===== src/rtl/ttm4_seq_ctrl.sv =====
// TTM4 instruction sequencer: fetch/decode/exec/next cycle that drives the register,
// OUT and PC strobes, the ALU source select and immediate, and owns the carry flag.
module ttm4_seq_ctrl #(
  parameter int unsigned IMM_W = 4,
  parameter int unsigned OPC_W = 4
) (
  input  logic                   clk_i,
  input  logic                   rst_ni,
  input  logic                   run_i,
  input  logic [OPC_W+IMM_W-1:0] instr_i,
  input  logic                   alu_carry_i,
  output logic [1:0]             sel_o,
  output logic [IMM_W-1:0]       imm_o,
  output logic                   na_st_o,
  output logic                   nb_st_o,
  output logic                   nout_st_o,
  output logic                   npc_ld_o,
  output logic                   pc_inc_o,
  output logic                   carry_o,
  output logic                   busy_o
);

  localparam logic [1:0] SEL_A    = 2'b00;
  localparam logic [1:0] SEL_B    = 2'b01;
  localparam logic [1:0] SEL_IN   = 2'b10;
  localparam logic [1:0] SEL_ZERO = 2'b11;

  localparam logic [OPC_W-1:0] OP_ADD_A   = OPC_W'(4'h0);
  localparam logic [OPC_W-1:0] OP_MOV_A_B = OPC_W'(4'h1);
  localparam logic [OPC_W-1:0] OP_IN_A    = OPC_W'(4'h2);
  localparam logic [OPC_W-1:0] OP_MOV_A_I = OPC_W'(4'h3);
  localparam logic [OPC_W-1:0] OP_MOV_B_A = OPC_W'(4'h4);
  localparam logic [OPC_W-1:0] OP_ADD_B   = OPC_W'(4'h5);
  localparam logic [OPC_W-1:0] OP_IN_B    = OPC_W'(4'h6);
  localparam logic [OPC_W-1:0] OP_MOV_B_I = OPC_W'(4'h7);
  localparam logic [OPC_W-1:0] OP_OUT_B   = OPC_W'(4'h9);
  localparam logic [OPC_W-1:0] OP_OUT_I   = OPC_W'(4'hB);
  localparam logic [OPC_W-1:0] OP_JNC     = OPC_W'(4'hE);
  localparam logic [OPC_W-1:0] OP_JMP     = OPC_W'(4'hF);

  typedef enum logic [2:0] {
    S_IDLE   = 3'd0,
    S_FETCH  = 3'd1,
    S_DECODE = 3'd2,
    S_EXEC   = 3'd3,
    S_NEXT   = 3'd4
  } state_e;

  state_e             state_q;
  logic [OPC_W-1:0]   opc_q;
  logic [IMM_W-1:0]   imm_q;
  logic [1:0]         sel_q;
  logic               na_st_q, nb_st_q, nout_st_q, npc_ld_q, pc_inc_q;
  logic               carry_q, busy_q;

  logic [OPC_W-1:0]   fetch_opc_c;
  logic [IMM_W-1:0]   fetch_imm_c;
  logic [1:0]         fetch_sel_c;
  logic               wr_a_c, wr_b_c, wr_out_c, c_alu_c, c_keep_c, jump_c;

  // Source select and immediate for the word being fetched; MOV A,B / MOV B,A add zero.
  always_comb begin
    fetch_opc_c = instr_i[OPC_W+IMM_W-1 -: OPC_W];
    fetch_imm_c = instr_i[IMM_W-1:0];
    fetch_sel_c = SEL_ZERO;
    case (fetch_opc_c)
      OP_ADD_A:             fetch_sel_c = SEL_A;
      OP_MOV_B_A: begin
        fetch_sel_c = SEL_A;
        fetch_imm_c = '0;
      end
      OP_MOV_A_B: begin
        fetch_sel_c = SEL_B;
        fetch_imm_c = '0;
      end
      OP_ADD_B, OP_OUT_B:   fetch_sel_c = SEL_B;
      OP_IN_A, OP_IN_B:     fetch_sel_c = SEL_IN;
      default:              fetch_sel_c = SEL_ZERO;
    endcase
  end

  // Execute-phase decode of the latched opcode; JNC looks at the carry as it enters S_NEXT.
  always_comb begin
    wr_a_c   = 1'b0;
    wr_b_c   = 1'b0;
    wr_out_c = 1'b0;
    c_alu_c  = 1'b0;
    c_keep_c = 1'b0;
    jump_c   = 1'b0;
    case (opc_q)
      OP_ADD_A: begin
        wr_a_c  = 1'b1;
        c_alu_c = 1'b1;
      end
      OP_MOV_A_B, OP_IN_A, OP_MOV_A_I: wr_a_c = 1'b1;
      OP_ADD_B: begin
        wr_b_c  = 1'b1;
        c_alu_c = 1'b1;
      end
      OP_MOV_B_A, OP_IN_B, OP_MOV_B_I: wr_b_c = 1'b1;
      OP_OUT_B, OP_OUT_I:              wr_out_c = 1'b1;
      OP_JMP: begin
        c_keep_c = 1'b1;
        jump_c   = 1'b1;
      end
      OP_JNC: begin
        c_keep_c = 1'b1;
        jump_c   = ~carry_q;
      end
      default: ;
    endcase
  end

  // Sequencer; every output is registered so it reflects the state it belongs to.
  always_ff @(posedge clk_i) begin
    if (!rst_ni) begin
      state_q   <= S_IDLE;
      opc_q     <= '0;
      imm_q     <= '0;
      sel_q     <= SEL_ZERO;
      na_st_q   <= 1'b1;
      nb_st_q   <= 1'b1;
      nout_st_q <= 1'b1;
      npc_ld_q  <= 1'b1;
      pc_inc_q  <= 1'b0;
      carry_q   <= 1'b0;
      busy_q    <= 1'b0;
    end else begin
      na_st_q   <= 1'b1;
      nb_st_q   <= 1'b1;
      nout_st_q <= 1'b1;
      npc_ld_q  <= 1'b1;
      pc_inc_q  <= 1'b0;
      unique case (state_q)
        S_IDLE: begin
          if (run_i) begin
            state_q <= S_FETCH;
            busy_q  <= 1'b1;
          end
        end
        S_FETCH: begin
          opc_q   <= fetch_opc_c;
          imm_q   <= fetch_imm_c;
          sel_q   <= fetch_sel_c;
          state_q <= S_DECODE;
        end
        S_DECODE: begin
          na_st_q   <= ~wr_a_c;
          nb_st_q   <= ~wr_b_c;
          nout_st_q <= ~wr_out_c;
          state_q   <= S_EXEC;
        end
        S_EXEC: begin
          if (c_alu_c) begin
            carry_q <= alu_carry_i;
          end else if (!c_keep_c) begin
            carry_q <= 1'b0;
          end
          if (jump_c) begin
            npc_ld_q <= 1'b0;
          end else begin
            pc_inc_q <= 1'b1;
          end
          state_q <= S_NEXT;
        end
        S_NEXT: begin
          if (run_i) begin
            state_q <= S_FETCH;
          end else begin
            state_q <= S_IDLE;
            busy_q  <= 1'b0;
          end
        end
        default: begin
          state_q <= S_IDLE;
          busy_q  <= 1'b0;
        end
      endcase
    end
  end

  assign sel_o     = sel_q;
  assign imm_o     = imm_q;
  assign na_st_o   = na_st_q;
  assign nb_st_o   = nb_st_q;
  assign nout_st_o = nout_st_q;
  assign npc_ld_o  = npc_ld_q;
  assign pc_inc_o  = pc_inc_q;
  assign carry_o   = carry_q;
  assign busy_o    = busy_q;

endmodule

===== config.mk =====
export PLATFORM = sky130hd
export DESIGN_NAME = ttm4_seq_ctrl
export DESIGN_NICKNAME = d
export VERILOG_FILES = /design/src/rtl/ttm4_seq_ctrl.sv
export SDC_FILE = /design/constraint.sdc
export NUM_CORES = 1
export LEC_CHECK = 0
export ABC_CLOCK_PERIOD_IN_PS = 1800
export BUFFER_PORTS_ARGS = -buffer_cell sky130_fd_sc_hd__buf_2
export CORE_UTILIZATION = 51
export DETAILED_ROUTE_END_ITERATION = 16
export MAX_ROUTING_LAYER = met4
export PLACE_DENSITY = 0.89
export SLEW_MARGIN = 25
export SYNTH_ARGS = -nofsm -noshare
export SYNTH_HDL_FRONTEND = slang
export SYNTH_SLANG_ARGS = --single-unit

===== constraint.sdc =====
create_clock -name clk_i -period 1.8 [get_ports clk_i]
set_input_delay 0.18 -clock clk_i [delete_from_list [all_inputs] [get_ports clk_i]]
set_output_delay 0.18 -clock clk_i [all_outputs]
set_load 0.005 [all_outputs]

Word-level counts from Yosys, hierarchy flattened. Cells that the tools add are included.

Register bits: 20. Bits of input ports: 12. Output and inout bits: 13. Logic and storage cells: 74.

Equal/unequal tests: 24. Multiplexer cells: 17. Bitwise operators: 5. Reductions and logical operators: 17.

Operators with widths (count): $eq 4x3->1 const B (7); $eq 4x4->1 const B (5); $pmux 3 s5 (1); $eq 4x2->1 const B (3); $reduce_or 2->1 (6); $mux 1 (11); $eq 4x1->1 const B (2); $logic_not 4->1 (2); $reduce_or 4->1 (2); $eq 3x2->1 const B (2); $ne 2x2->1 const B (3); $pmux 2 s3 (1); $reduce_and 2->1 (3); $reduce_or 3->1 (2); $not 1->1 (5); $mux 4 (1); $eq 3x1->1 const B (1); $eq 3x3->1 const B (1); $logic_not 3->1 (1); $mux 3 (1); $pmux 1 s3 (1); $reduce_and 3->1 (1); $pmux 1 s2 (1).

Logic depth before layout (Yosys ltp). Gate-level depths: netlist of run 1.

Word-level depth: 5. Gate-level depth with buffers: 4. Gate-level depth less buffers: 3.

Least setup slack after synthesis of run 1. No wires, ideal clock.

Path kind: register to register. Start point: register state_q[0]. End point: register sel_q[1] (netlist: sel_o[1]). Setup time: 0.130 ns. Arrival time: 1.098 ns. Required time: 1.670 ns. Path slack: 0.573 ns. Cell stages (with the launch flop): 5. Buffers on the path: 1. Clock period less this slack: 1.227 ns. Cells stage by stage: dfxtp_1 or3b_1 buf_6 a211oi_2 o21ai_1.

Word-level cells in the longest chain between the ends: 1.

RTL lines: start, declared (RTL line 49) `state_e state_q;`; start signal, assigned (RTL line 117) `state_q <= S_IDLE;`; start signal, assigned (RTL line 137) `state_q <= S_FETCH;`; start signal, assigned (RTL line 145) `state_q <= S_DECODE;`; $eq 3x1->1 (RTL line 134) `unique case (state_q)`; end signal, assigned (RTL line 144) `sel_q <= fetch_sel_c;`; end, declared (RTL line 52) `logic [1:0] sel_q;`.

Every way passes these cells. A chain may end at the register's enable or synchronous reset.

Worst setup path after layout of run 1. Same ends and word-level chain as after synthesis.

==> results of run 1 <==
## through the flow
stage / instance area (um2) / total power, uW / std cells
4_1_cts: 971 / 963 / 120
3_3_place_gp: 918 / 591 / 116
2_1_floorplan: 796 / 559 / 80
5_1_grt: 971 / 991 / 120
6_report: 971 / 956 / 120
3_5_place_dp: 918 / 595 / 116
## flip-flops by register name (all words and copies together) (netlist names)
| register | count |
|---|---|
| busy_o | 1 |
| carry_o | 1 |
| imm_o | 4 |
| na_st_o | 1 |
| nb_st_o | 1 |
| nout_st_o | 1 |
| npc_ld_o | 1 |
| opc_q | 4 |
| pc_inc_o | 1 |
| sel_o | 2 |
| state_q | 3 |
## layout make-up
cell class	instances	area, um2	share of cell area
sequential	20	400	0.412
multi-input combinational	54	364	0.375
timing repair buffer	25	128	0.131
clock inverter	1	30.0	0.0309
clock buffer	3	22.5	0.0232
tap	15	18.8	0.0193
inverter	2	7.51	0.00773
## layout by cell type (no fill, tap or decap), drive strengths merged, types with 2 or more instances in the layout
master,netlist,routed
inv,2,2
xnor2,2,2
nand2,10,10
clkbuf,2,3
buf,2,25
nor2b,3,3
o21ai,2,2
nor3b,3,3
nor2,3,3
nand3,3,3
a21boi,4,4
a32o,4,4
mux2i,2,2
and3,5,5
dfxtp,20,20
nand2b,2,2
## layer usage
| layer | vias to the layer above | global-route usage | part of all wire |
|---|---|---|---|
| li1 | 330 | - | - |
| met1 | 286 | 0.231 | 0.48 |
| met2 | 22 | 0.278 | 0.45 |
| met3 | 2 | 0.0522 | 0.050 |
| met4 | 0 | 0.0710 | 0.013 |
| met5 | - | - | 0 |
## cells by family (layout without fill, tap and decap cells)
family / after synthesis / after routing / synth area share
xor gates and xnor gates: 2 / 2 / 0.0220
muxes: 2 / 2 / 0.0252
and+or+nand+nor: 36 / 36 / 0.259
DFF: 20 / 20 / 0.503
buffers and inverters: 6 / 31 / 0.0393
AOI/OAI and AO/OA: 13 / 13 / 0.138
adders and majority gates: 1 / 1 / 0.0126
## power groups by stage
| stage | combinational, uW | sequential (uW) | clock [uW] |
|---|---|---|---|
| finish | 101 | 484 | 371 |
| global placement | 99.0 | 492 | 0 |
| floorplan | 67.2 | 491 | 0 |
| global route | 113 | 487 | 390 |
| CTS | 102 | 484 | 378 |
| detailed placement | 101 | 494 | 0 |
## worst max-delay path by stage
| stage | start | end | slack [ns] | cells past startpoint |
|---|---|---|---|---|
| floorplan | state_q[0]$_SDFFE_PN0P_ | sel_o[1]$_SDFFE_PN1P_ | 0.57 | 4 |
| global placement | state_q[0]$_SDFFE_PN0P_ | sel_o[1]$_SDFFE_PN1P_ | 0.47 | 3 |
| detailed placement | state_q[0]$_SDFFE_PN0P_ | sel_o[1]$_SDFFE_PN1P_ | 0.42 | 3 |
| CTS | state_q[0]$_SDFFE_PN0P_ | sel_o[1]$_SDFFE_PN1P_ | 0.39 | 3 |
| global route | state_q[0]$_SDFFE_PN0P_ | sel_o[1]$_SDFFE_PN1P_ | 0.33 | 3 |
| finish | state_q[0]$_SDFFE_PN0P_ | sel_o[1]$_SDFFE_PN1P_ | 0.39 | 3 |
## worst min-delay path, cell delays in order
cell	delay, ns
buf_2	0.12
nand2_1	0.06
a21boi_1	0.05
==> metrics, run 1 <==
post-synth net total 92; total routing usage reported by global routing 0.183; Register-to-Register Path Depth 3; clock-pin slew reported for the worst setup and hold paths after clock tree synthesis 0.12 ns; Ys Warns 0; register-to-register setup slack 0.39 ns; cell types occupying the most area after synthesis dfxtp_1 50%, a32o_2 5.7%, nand2_1 4.7%; sum of buffers and inverters on the critical path 0; number of antenna violations at the first check in global routing 0; largest net degree at the start of global routing 22; max frequency 712 MHz; Max Root-Sink Buffers 2; final-layout worst hold slack 0.125 ns; headroom to the max-slew limit 0.765; synthesis-to-layout area growth 22.0%; class of the worst hold path input pin to flip-flop; clock latency on the worst-skew pair 0.31 ns; hold path endpoint opc_q[1]$_SDFFE_PN0P_; Die Outline Area 1720 um2; crit path setup slack, layout 0.395 ns; Antenna Nets Post-Route 0; net switching power of the design 213 uW; depth of the CTS H-tree 1; Die Ht 41.5 um; RD Place Congestion 0.753; Post-Route WL 1.45 mm; clk sinks 20; total of flip-flops plus latches after synthesis 20; Worst Tran Pin Value 0.353 ns; start point of the worst hold path instr_i[5]; share of the core filled with cells in the final layout 0.702; worst endpoint data arrival time 1.60 ns; pre-CTS WS 0.415 ns; highest-delay cell along the critical path or3b_1; io pins 25; Switching Share 0.222; cell area power density 985 nW/um2; Most used DFF post-synth dfxtp_1; Critical Path End Type flip-flop; Inserted Diodes 0; postcts setup bufs 0; number of cells on the worst hold path 3; area share of the largest cell type after synthesis 0.503; number of slew-limit violations in the final report 0; via count 640; kind of critical path flip-flop to flip-flop; iteration-0 DRC count of the detailed router 4; critical path launch point type flip-flop; dominant delay contributor by cell family on the critical path simple AND/OR/NAND/NOR gates; part of the total power dissipated in the clock network 0.388; starting density of the core 0.576; row count 13; master cell of the clock root buffer clkbuf_4; final HPWL from detailed placement 1.01 mm; worst r2r dst sel_o[1]$_SDFFE_PN1P_; number of enable flip-flop cells after synthesis 0; most frequently used cell type in the post-synthesis netlist dfxtp_1; Combinational Power Share 0.106; quantity of I/O buffers inserted on ports 24; number of setup violations in the final report 0; CTS tree built; DRC errors left 0; post-synthesis instance total 80; total standard cell area after synthesis 796 um2; required time reported for the critical path endpoint 2.00 ns; total global routing overflow 0; largest fanout on the critical path 10; vias in the first global route 564; outcome completed; Cell Chain, Critical Path or3b_1 > a211oi_2 > o21ai_1; mean post-synth cell area 9.95 um2; number of distinct library cells after synthesis 29; Routed WL per cell 12.1 um; first drt pass iteration count 4; setup repair after global routing missed its margin no; first-pass GRT wire length 2.40 mm; post-cts gate resize count 0; time the worst path needs with I/O delays and setup 1.41 ns; largest vdd supply drop 624 uV; vias per std cell 5.33; cell leakage power 0.000448 uW; Fin Setup TNS 0 ns; cell type contributing the most total cell area after synthesis dfxtp_1; final hold violation count 0; fill cell count 120; Internal Dissipation 744 uW; CTS Buf Count 3; x dimension of the die 41.5 um; Clock Skews 0.00236 ns; # hold bufs at CTS 0; top cell types by occurrence after synthesis 20 x dfxtp_1, 10 x nand2_1, 5 x and3_1; final net count 118; final worst path period share 0.781; share of synthesized area occupied by flip-flops and latches 0.503; share of flip-flops with an asynchronous set or reset 0; share of layout cells above drive strength 1 0.343; maximum single-stage delay on the critical path 0.54 ns; share of total power in sequential cells 0.506; core region area 1380 um2; Max Cap Viol 0; Reg-to-Reg Start state_q[0]$_SDFFE_PN0P_
Note: power is estimated with default switching activity, not from simulation.
==> inputs of run 2 (changes only) <==
--- a/config.mk
+++ b/config.mk
@@ -5,12 +5,14 @@
 export SDC_FILE = /design/constraint.sdc
 export NUM_CORES = 1
 export LEC_CHECK = 0
-export ABC_CLOCK_PERIOD_IN_PS = 1800
+export ABC_AREA = 1
+export ABC_CLOCK_PERIOD_IN_PS = 1300
 export BUFFER_PORTS_ARGS = -buffer_cell sky130_fd_sc_hd__buf_2
-export CORE_UTILIZATION = 51
+export CORE_ASPECT_RATIO = 0.8
+export CORE_UTILIZATION = 48
 export DETAILED_ROUTE_END_ITERATION = 16
 export MAX_ROUTING_LAYER = met4
-export PLACE_DENSITY = 0.89
+export PLACE_DENSITY = 0.85
 export SLEW_MARGIN = 25
 export SYNTH_ARGS = -nofsm -noshare
 export SYNTH_HDL_FRONTEND = slang
==> constraint.sdc (replaced) <==
create_clock -name clk_i -period 1.3 [get_ports clk_i]
set_input_delay 0.13 -clock clk_i [delete_from_list [all_inputs] [get_ports clk_i]]
set_output_delay 0.13 -clock clk_i [all_outputs]
set_load 0.005 [all_outputs]
==> metrics, run 2 <==
commonest cells after routing, fill and taps aside 35 x nand2_1, 24 x buf_2, 20 x dfxtp_1, 17 x inv_1, 12 x a21oi_1; highest-delay cell along the critical path dfxtp_1; Die Ht 38.5 um; critical path launch point type flip-flop; number of slew-limit violations in the final report 0; number of setup violations in the final report 0; clk sinks 20; Clock Skews 0.0107 ns; post-place instance area 923 um2; class of the worst hold path input pin to flip-flop; required time reported for the critical path endpoint 1.53 ns; quantity of I/O buffers inserted on ports 24; io pins 25; core region area 1470 um2; share of total power in sequential cells 0.485; Cell Count Post-Placement 155; RD Place Congestion 0.811; first-pass GRT wire length 2.83 mm; Routed WL per cell 10.4 um; dominant delay contributor by cell family on the critical path flip-flops; cell area power density 1540 nW/um2; x dimension of the die 47.6 um; master cell of the clock root buffer clkbuf_4; Combinational Power Share 0.174; post-synthesis instance total 112; Ys Warns 0; depth of the CTS H-tree 1; fill cell count 136; most common cell after layout, fill and taps aside nand2_1; vias per std cell 4.81; final worst path period share 0.909; maximum single-stage delay on the critical path 0.35 ns; via count 764; postcts setup bufs 0; CP Launch Point state_q[1]$_SDFFE_PN0P_; max frequency 847 MHz; kind of critical path flip-flop to flip-flop; share of synthesized area occupied by flip-flops and latches 0.501; largest fanout on the critical path 13; cell leakage power 0.000503 uW; CTS tree built; DRC errors left 0; Critical Path End Type flip-flop; share of layout cells above drive strength 1 0.232; clock latency on the worst-skew pair 0.31 ns; worst endpoint data arrival time 1.41 ns; first drt pass iteration count 4; crit-path most repeated cell inv_2; start point of the worst hold path instr_i[0]; number of distinct library cells after synthesis 11; area of the multi-input gates 302 um2; cell type contributing the most total cell area after synthesis dfxtp_1; Post-Route WL 1.66 mm; time the worst path needs with I/O delays and setup 1.18 ns; Internal Dissipation 1090 uW; mean post-synth cell area 7.14 um2; sum of buffers and inverters on the critical path 2; largest net degree at the start of global routing 14; Max Root-Sink Buffers 2; setup repair after global routing missed its margin no; post-cts gate resize count 0; headroom to the max-slew limit 0.833; Fin Setup TNS 0 ns; cell types occupying the most area after synthesis dfxtp_1 50%, nand2_1 16%, inv_1 8.0%; final-layout worst hold slack 0.0568 ns; Most used DFF post-synth dfxtp_1; CTS Buf Count 3; clock-pin slew reported for the worst setup and hold paths after clock tree synthesis 0.12 ns; most frequently used cell type in the post-synthesis netlist nand2_1; iteration-0 DRC count of the detailed router 24; final HPWL from detailed placement 1.19 mm; row count 12; total global routing overflow 0; Max Cap Viol 0; final non-filler cell total 159; area share of the largest cell type after synthesis 0.501; total standard cell area after synthesis 800 um2; net switching power of the design 405 uW; Die Outline Area 1830 um2; total of flip-flops plus latches after synthesis 20; part of the total power dissipated in the clock network 0.341; Worst Tran Pin Value 0.251 ns; final hold violation count 0; top cell types by occurrence after synthesis 35 x nand2_1, 20 x dfxtp_1, 17 x inv_1; largest vdd supply drop 836 uV; synthesis-to-layout area growth 22.1%; starting density of the core 0.543; final net count 151; # hold bufs at CTS 0; total routing usage reported by global routing 0.240; Inserted Diodes 0; post-synth net total 124; number of antenna violations at the first check in global routing 0; Reg-to-Reg Start state_q[1]$_SDFFE_PN0P_; share of flip-flops with an asynchronous set or reset 0; vias in the first global route 697; outcome completed; post-route cell area 976 um2; Cell Chain, Critical Path inv_2 > nand3_2 > inv_2 > nand2_1 > a21oi_1; Antenna Nets Post-Route 0; Switching Share 0.270; number of enable flip-flop cells after synthesis 0; area taken by flip-flops and latches 400 um2
==> run 2: per-layer routing <==
metal	routed length, um	global-route usage	up-vias
met5	0	-	-
met4	33	0.111	0
met3	84	0.0849	4
met2	807	0.401	26
met1	730	0.254	337
li1	-	-	397
==> run 2: stage by stage <==
step | setup WS, ns | utilization | power [uW]
2_1_floorplan | 0.397 | - | 912
3_3_place_gp | 0.266 | 0.628 | 981
3_5_place_dp | 0.203 | 0.628 | 996
4_1_cts | 0.112 | 0.663 | 1500
5_1_grt | 0.0231 | 0.663 | 1570
6_report | 0.119 | 0.663 | 1500
==> run 2: power by group through the flow <==
| stage | logic [uW] | registers [uW] | clock network (uW) |
|---|---|---|---|
| 4_1_cts | 263 | 725 | 512 |
| 5_1_grt | 302 | 737 | 530 |
| 3_3_place_gp | 248 | 733 | 0 |
| 6_report | 260 | 728 | 512 |
| 2_1_floorplan | 177 | 735 | 0 |
| 3_5_place_dp | 258 | 737 | 0 |
==> run 2: cells by family (layout without fill, tap and decap cells) <==
logic type,Yosys count,in the layout,share of synthesized area
compound gates,15,15,0.0939
buf+inv,22,48,0.122
flops,20,20,0.501
simple gates,55,55,0.283
==> run 2: final cells by class <==
cell class                      count  area share
Tap cell                           21      0.0269
Clock inverter                      1      0.0308
Inverter                           20      0.0769
Timing Repair Buffer               24       0.123
Sequential cell                    20       0.410
Clock buffer                        3      0.0231
Multi-Input combinational cell     70       0.309
==> run 2: worst paths after layout <==
check        cells past startpoint                     to  slack [ns]
max                              5  opc_q[0]$_SDFFE_PN0P_        0.12
min                              3  imm_o[0]$_SDFFE_PN0P_        0.06
max reg2reg                      5  opc_q[0]$_SDFFE_PN0P_        0.12
min reg2reg                      1   nout_st_o$_SDFF_PN1_        0.46
==> run 2: tightest hold or removal path: cells and delay by family <==
| kind | cells | cell delay [ns] |
|---|---|---|
| and+or+nand+nor | 1 | 0.05 |
| AOI/OAI and AO/OA | 1 | 0.05 |
| buffers and inverters | 1 | 0.09 |
